File: src/rtl/ftdi_tx_arb_if.sv
// ---------------------------------------------------------------------------
// ftdi_tx_arb_if
// Handshake bundle between two byte-stream sources, the transmit arbiter and
// the FTDI transmit inport.
//   ch0_* / ch1_*   : per-channel valid, data, last (into arbiter), accept (out)
//   outport_*       : valid, data (out of arbiter), accept (into arbiter)
// Modports:
//   slave  - the arbiter's view (consumes channel requests, drives the outport)
//   master - the environment's view (drives channels and FTDI accept)
// ---------------------------------------------------------------------------
interface ftdi_tx_arb_if;
  logic       ch0_valid_i;
  logic [7:0] ch0_data_i;
  logic       ch0_last_i;
  logic       ch0_accept_o;
  logic       ch1_valid_i;
  logic [7:0] ch1_data_i;
  logic       ch1_last_i;
  logic       ch1_accept_o;
  logic       outport_valid_o;
  logic [7:0] outport_data_o;
  logic       outport_accept_i;

  modport slave (
    input  ch0_valid_i, ch0_data_i, ch0_last_i,
    output ch0_accept_o,
    input  ch1_valid_i, ch1_data_i, ch1_last_i,
    output ch1_accept_o,
    output outport_valid_o, outport_data_o,
    input  outport_accept_i
  );

  modport master (
    output ch0_valid_i, ch0_data_i, ch0_last_i,
    input  ch0_accept_o,
    output ch1_valid_i, ch1_data_i, ch1_last_i,
    input  ch1_accept_o,
    input  outport_valid_o, outport_data_o,
    output outport_accept_i
  );
endinterface

File: src/rtl/ftdi_tx_arb.sv
// ---------------------------------------------------------------------------
// ftdi_tx_arb
// Two-channel packet arbiter in front of the FTDI transmit inport. A channel
// wins the port for a whole packet (optionally preceded by a channel header
// byte) and keeps it until its last byte transfers. Round-robin between
// packets; channel 0 wins the first contention after reset.
// Parameters:
//   HDR_EN   - 1: send HDR_BASE|channel before each packet, 0: no header
//   HDR_BASE - header byte base value
// Ports:
//   clk_i    - clock, rising edge
//   rst_ni   - asynchronous active-low reset
//   bus      - ftdi_tx_arb_if.slave (channel requests + FTDI outport)
//   grant_o  - one-hot owning channel, 2'b00 when idle
//   busy_o   - packet in progress
// ---------------------------------------------------------------------------
module ftdi_tx_arb #(
  parameter bit         HDR_EN   = 1'b1,
  parameter logic [7:0] HDR_BASE = 8'hA0
) (
  input  logic               clk_i,
  input  logic               rst_ni,
  ftdi_tx_arb_if.slave       bus,
  output logic [1:0]         grant_o,
  output logic               busy_o
);

  typedef enum logic [1:0] {
    ST_IDLE = 2'd0,
    ST_HDR  = 2'd1,
    ST_DATA = 2'd2
  } state_e;

  state_e     state_r, state_s;
  logic [1:0] grant_r, grant_s;
  logic       last_r,  last_s;     // last-served channel index (last_q)

  logic       sel_ch_s;            // index of the granted channel
  logic       sel_valid_s;
  logic [7:0] sel_data_s;
  logic       sel_last_s;
  logic       pick_s;              // channel chosen when leaving IDLE

  logic       out_valid_s;
  logic [7:0] out_data_s;
  logic       acc0_s;
  logic       acc1_s;

  // Mux the granted channel's request and pick the next winner.
  always_comb begin
    sel_ch_s = grant_r[1];
    if (sel_ch_s) begin
      sel_valid_s = bus.ch1_valid_i;
      sel_data_s  = bus.ch1_data_i;
      sel_last_s  = bus.ch1_last_i;
    end else begin
      sel_valid_s = bus.ch0_valid_i;
      sel_data_s  = bus.ch0_data_i;
      sel_last_s  = bus.ch0_last_i;
    end
    // With both requesting, the channel not served last wins; otherwise the
    // only requester wins (ch1_valid_i alone selects channel 1).
    if (bus.ch0_valid_i && bus.ch1_valid_i) begin
      pick_s = ~last_r;
    end else begin
      pick_s = bus.ch1_valid_i;
    end
  end

  // Next-state, grant and outport/accept decode.
  always_comb begin
    state_s     = state_r;
    grant_s     = grant_r;
    last_s      = last_r;
    out_valid_s = 1'b0;
    out_data_s  = 8'h00;
    acc0_s      = 1'b0;
    acc1_s      = 1'b0;
    case (state_r)
      ST_IDLE: begin
        if (bus.ch0_valid_i || bus.ch1_valid_i) begin
          grant_s = pick_s ? 2'b10 : 2'b01;
          state_s = HDR_EN ? ST_HDR : ST_DATA;
        end else begin
          grant_s = 2'b00;
          state_s = ST_IDLE;
        end
      end
      ST_HDR: begin
        out_valid_s = 1'b1;
        out_data_s  = HDR_BASE | {7'b0000000, sel_ch_s};
        if (bus.outport_accept_i) begin
          state_s = ST_DATA;
        end else begin
          state_s = ST_HDR;
        end
      end
      ST_DATA: begin
        // Zero-latency pass-through; data forced to zero while not valid.
        out_valid_s = sel_valid_s;
        out_data_s  = sel_valid_s ? sel_data_s : 8'h00;
        acc0_s      = ~sel_ch_s & bus.outport_accept_i;
        acc1_s      =  sel_ch_s & bus.outport_accept_i;
        // A valid gap keeps the grant; only a transferred last byte ends it.
        if (sel_valid_s && bus.outport_accept_i && sel_last_s) begin
          state_s = ST_IDLE;
          grant_s = 2'b00;
          last_s  = sel_ch_s;
        end else begin
          state_s = ST_DATA;
        end
      end
      default: begin
        state_s = ST_IDLE;
        grant_s = 2'b00;
      end
    endcase
  end

  // State, grant and last-served pointer registers.
  always_ff @(posedge clk_i or negedge rst_ni) begin
    if (!rst_ni) begin
      state_r <= ST_IDLE;
      grant_r <= 2'b00;
      last_r  <= 1'b1;
    end else begin
      state_r <= state_s;
      grant_r <= grant_s;
      last_r  <= last_s;
    end
  end

  // Drive interface and status outputs.
  always_comb begin
    bus.outport_valid_o = out_valid_s;
    bus.outport_data_o  = out_data_s;
    bus.ch0_accept_o    = acc0_s;
    bus.ch1_accept_o    = acc1_s;
    grant_o             = grant_r;
    busy_o              = (state_r != ST_IDLE);
  end

endmodule

File: src/flat_wrapper.sv
// flat-port wrapper written by rule: the top's interface ports become plain ports
module ftdi_tx_arb_flat 
#(
  parameter bit         HDR_EN   = 1'b1,
  parameter logic [7:0] HDR_BASE = 8'hA0
)
  (clk_i, rst_ni, grant_o, busy_o, bus_ch0_valid_i, bus_ch0_data_i, bus_ch0_last_i, bus_ch0_accept_o, bus_ch1_valid_i, bus_ch1_data_i, bus_ch1_last_i, bus_ch1_accept_o, bus_outport_valid_o, bus_outport_data_o, bus_outport_accept_i);
  ftdi_tx_arb_if bus_i ();
  input  logic clk_i;
  input  logic rst_ni;
  output logic [1:0] grant_o;
  output logic busy_o;
  input wire logic [$bits(bus_i.ch0_valid_i)-1:0] bus_ch0_valid_i;
  input wire logic [$bits(bus_i.ch0_data_i)-1:0] bus_ch0_data_i;
  input wire logic [$bits(bus_i.ch0_last_i)-1:0] bus_ch0_last_i;
  output wire logic [$bits(bus_i.ch0_accept_o)-1:0] bus_ch0_accept_o;
  input wire logic [$bits(bus_i.ch1_valid_i)-1:0] bus_ch1_valid_i;
  input wire logic [$bits(bus_i.ch1_data_i)-1:0] bus_ch1_data_i;
  input wire logic [$bits(bus_i.ch1_last_i)-1:0] bus_ch1_last_i;
  output wire logic [$bits(bus_i.ch1_accept_o)-1:0] bus_ch1_accept_o;
  output wire logic [$bits(bus_i.outport_valid_o)-1:0] bus_outport_valid_o;
  output wire logic [$bits(bus_i.outport_data_o)-1:0] bus_outport_data_o;
  input wire logic [$bits(bus_i.outport_accept_i)-1:0] bus_outport_accept_i;
  assign bus_i.ch0_valid_i = bus_ch0_valid_i;
  assign bus_i.ch0_data_i = bus_ch0_data_i;
  assign bus_i.ch0_last_i = bus_ch0_last_i;
  assign bus_ch0_accept_o = bus_i.ch0_accept_o;
  assign bus_i.ch1_valid_i = bus_ch1_valid_i;
  assign bus_i.ch1_data_i = bus_ch1_data_i;
  assign bus_i.ch1_last_i = bus_ch1_last_i;
  assign bus_ch1_accept_o = bus_i.ch1_accept_o;
  assign bus_outport_valid_o = bus_i.outport_valid_o;
  assign bus_outport_data_o = bus_i.outport_data_o;
  assign bus_i.outport_accept_i = bus_outport_accept_i;
  ftdi_tx_arb #(.HDR_EN(HDR_EN), .HDR_BASE(HDR_BASE)) u_core (.clk_i(clk_i), .rst_ni(rst_ni), .bus(bus_i), .grant_o(grant_o), .busy_o(busy_o));
endmodule
File: config.mk
export PLATFORM = sky130hd
export DESIGN_NAME = ftdi_tx_arb_flat
export DESIGN_NICKNAME = d
export VERILOG_FILES = /design/src/rtl/ftdi_tx_arb_if.sv /design/src/rtl/ftdi_tx_arb.sv /design/src/flat_wrapper.sv
export SDC_FILE = /design/constraint.sdc
export NUM_CORES = 1
export LEC_CHECK = 0
export ABC_CLOCK_PERIOD_IN_PS = 1800
export BUFFER_PORTS_ARGS = -buffer_cell sky130_fd_sc_hd__buf_2
export CORE_MARGIN = 2
export CORE_UTILIZATION = 41
export CTS_BUF_LIST = sky130_fd_sc_hd__clkbuf_8
export DETAILED_ROUTE_END_ITERATION = 12
export PLACE_DENSITY = 0.8
export SLEW_MARGIN = 10
export SYNTH_ARGS = -nofsm -noshare
export SYNTH_HDL_FRONTEND = slang
export SYNTH_SLANG_ARGS = --single-unit
File: constraint.sdc
create_clock -name clk_i -period 1.8 [get_ports clk_i]
set_input_delay 0.09 -clock clk_i [delete_from_list [all_inputs] [get_ports clk_i]]
set_output_delay 0.09 -clock clk_i [all_outputs]
set_load 0.02 [all_outputs]
==> flow_metrics.env <==
export IMPL_grtUsageTotal_pct=18.7
export IMPL_ir_worst_vdd_mv=0.782
export IMPL_postRouteAntennaNets=0
export IMPL_outcome="finished, final reports clean"
export IMPL_detail_route_wirelength_mm=1.42
export IMPL_grt_pass1_wl_mm=1.97
export IMPL_reg2reg_from="u_core.grant_o[1]"
export IMPL_finalSetupViolCount=0
export IMPL_cts_tree="done"
export IMPL_drive_gt1_share_pct=50.5
export IMPL_hpwlAfterDp_mm=1.13
export IMPL_die_height_um=40.0
export IMPL_crit_path_end_kind="primary output"
export IMPL_clk_path_buf_depth=2
export IMPL_fin_hold_ws_ns=0.191
export IMPL_clk_pin_slew_ns=0.04
export IMPL_worstPathArrival_ns=1.59
export IMPL_r2r_setup_slack_ns=0.31
export IMPL_num_rows=12
export IMPL_grt_overflow=0
export IMPL_period_needed_ns=1.68
export IMPL_route_detailed_drc=0
export IMPL_finalHoldViolations=0
export IMPL_syn_to_final_growth_pct=46.8
export IMPL_dr_pass1_iters=4
export IMPL_coreArea_um2=1160
export IMPL_timing_setup_tns_ns=0
export IMPL_grt_start_max_net_pins=13
export IMPL_via_per_inst=5.24
export IMPL_crit_end="bus_outport_data_o[5]"
export IMPL_wl_per_cell_um=12.5
export IMPL_pre_cts_ws_ns=0.276
export IMPL_skew_ns=0.00842
export IMPL_worstMarginPinSlew_ns=0.337
export IMPL_synth_seq_cells=5
export IMPL_synth_cells=59
export IMPL_synth_area_leaders="dfrtp_1, mux2i_1, ha_1"
export IMPL_start_kind="flip-flop"
export IMPL_ff2ff_path_depth=3
export IMPL_setup_worst_path_class="flip-flop to primary output"
export IMPL_min_path_type="input pin to flip-flop"
export IMPL_post_layout_total_power_w=0.00109
export IMPL_clkSinkCount=5
export IMPL_synth_edf_count=0
export IMPL_nNetsFinal=127
export IMPL_rsz0062_at_grt="no"
export IMPL_insertion_delay_ns=0.22
export IMPL_ys_seq_area_share_pct=23.8
export IMPL_start_util_pct=46.0
export IMPL_leakage_nw=0.408
export IMPL_antenna_diode_count=0
export IMPL_syn_area_um2=532
export IMPL_power_density_nw_per_um2=1400
export IMPL_antenna_found_initial=0
export IMPL_min_from="bus_ch1_valid_i"
export IMPL_cap_viol_max_count=0
export IMPL_fp_dieW_um=40.0
export IMPL_htreeDepth=1
export IMPL_fin_ws_ns=0.117
export IMPL_synth_cell_types=26
export IMPL_io_pins=37
export IMPL_root_buffer="clkbuf_8"
export IMPL_cts_buffers=3
export IMPL_io_buffers=36
export IMPL_yosysWarnings=0
export IMPL_fin_area_um2=781
export IMPL_synthesis_nets=86
export IMPL_min_period_over_period_pct=93.5
export IMPL_grt_pass1_vias=449
export IMPL_placed_area_um2=722
export IMPL_syn_avg_cell_area_um2=9.01
export IMPL_slew_headroom_pct=77.5
export IMPL_synth_common_cells="mux2i_1, nor2_1, inv_1"
export IMPL_async_flop_share_pct=100
export IMPL_dieArea_um2=1600
export IMPL_yosys_area_top_type="dfrtp_1"
export IMPL_fmax_ghz=0.594
export IMPL_drt_iter0_markers=5
export IMPL_yosysTopAreaCellShare_pct=18.8
export IMPL_gp_congestion=0.850
export IMPL_synth_flop_cell="dfrtp_1"
export IMPL_cp_max_fo=9
export IMPL_r2r_end="u_core.grant_o[0]"
export IMPL_vias=592
export IMPL_critPathLaunch="u_core.grant_o[1]"
export IMPL_worstPathRequired_ns=1.71
export IMPL_slew_violations=0
==> where the power goes <==
part / total, W / internal (W) / leakage [nW] / switching, W
logic: 0.000685 / 0.000298 / 0.321 / 0.000387
registers: 0.000196 / 0.000152 / 0.0619 / 0.0000442
clock network: 0.000210 / 0.000149 / 0.0255 / 0.0000609
total: 0.00109 / 0.000599 / 0.408 / 0.000493
==> timing repair <==
action,4_1_cts,5_1_grt
endpoints found under the setup margin,0,6
hold buffers,1,0
endpoints found under the hold margin,5,0
gates resized for setup,0,1
buffers inserted,0,0
==> per-layer routing <==
metal / up-vias / global-route usage (%) / wire (um)
li1: 296 / - / -
met4: 0 / 7.76 / 0
met5: - / 0 / 0
met1: 269 / 24.8 / 604
met2: 27 / 29.4 / 723
met3: 0 / 3.33 / 89
==> cells in the final DEF, fill, tap and decap left out, types with 2 or more instances in the layout <==
cell      Yosys  routed
a31oi_1       3       3
o21ai_0       2       2
nor2b_1       3       3
nand4b_1      2       2
dfrtp_1       4       4
nand3_1       2       2
a21oi_1       4       4
mux2i_1       6       6
nand2_1       2       2
inv_1         5       5
buf_2         0      36
nor2_1        6       6
mux2_2        3       3
ha_1          4       3
clkbuf_8      0       3
==> layout make-up <==
cell class,instances,area (um^2)
fill,104,375
timing repair buffer,38,198
tap,14,17.5
multi-input combinational,47,374
clock inverter,1,5.00
clock buffer,3,41.3
inverter,5,18.8
sequential,5,126
==> metrics by stage <==
| stage | utilization (%) | cells |
|---|---|---|
| floorplan | - | 59 |
| global placement | 62.4 | 108 |
| detailed placement | 62.4 | 108 |
| CTS | 67.3 | 113 |
| global route | 67.5 | 113 |
| finish | 67.5 | 113 |
==> sequential cells by signal (all words and copies together) (netlist names) <==
| signal | cells |
|---|---|
| u_core.grant_o | 2 |
| u_core.last_r | 1 |
| u_core.state_r | 2 |
==> how the worst min path moves through the flow <==
stage | cells past startpoint | slack, ns | end
6_report | 3 | 0.19 | u_core.grant_o[1]
3_3_place_gp | 1 | -0.09 | u_core.grant_o[0]
2_1_floorplan | 0 | -0.21 | u_core.grant_o[0]
5_1_grt | 3 | 0.21 | u_core.grant_o[1]
3_5_place_dp | 1 | -0.09 | u_core.grant_o[1]
4_1_cts | 3 | 0.20 | u_core.grant_o[1]
==> worst max-delay path, cell delays in order (launching register included) <==
cell and delay, ns:
dfrtp_1 0.53, mux2_2 0.43, a31oi_1 0.19, nor2b_1 0.06, buf_2 0.15
==> cell families after synthesis <==
family	count (synthesis)	share of synthesized area [%]
AOI/OAI and AO/OA	13	18.4
adders and majority gates	4	9.41
buffers and inverters	7	6.35
DFF	5	23.8
muxes	10	20.5
and+or+nand+nor	20	21.7
(Power assumes the default switching activity.)
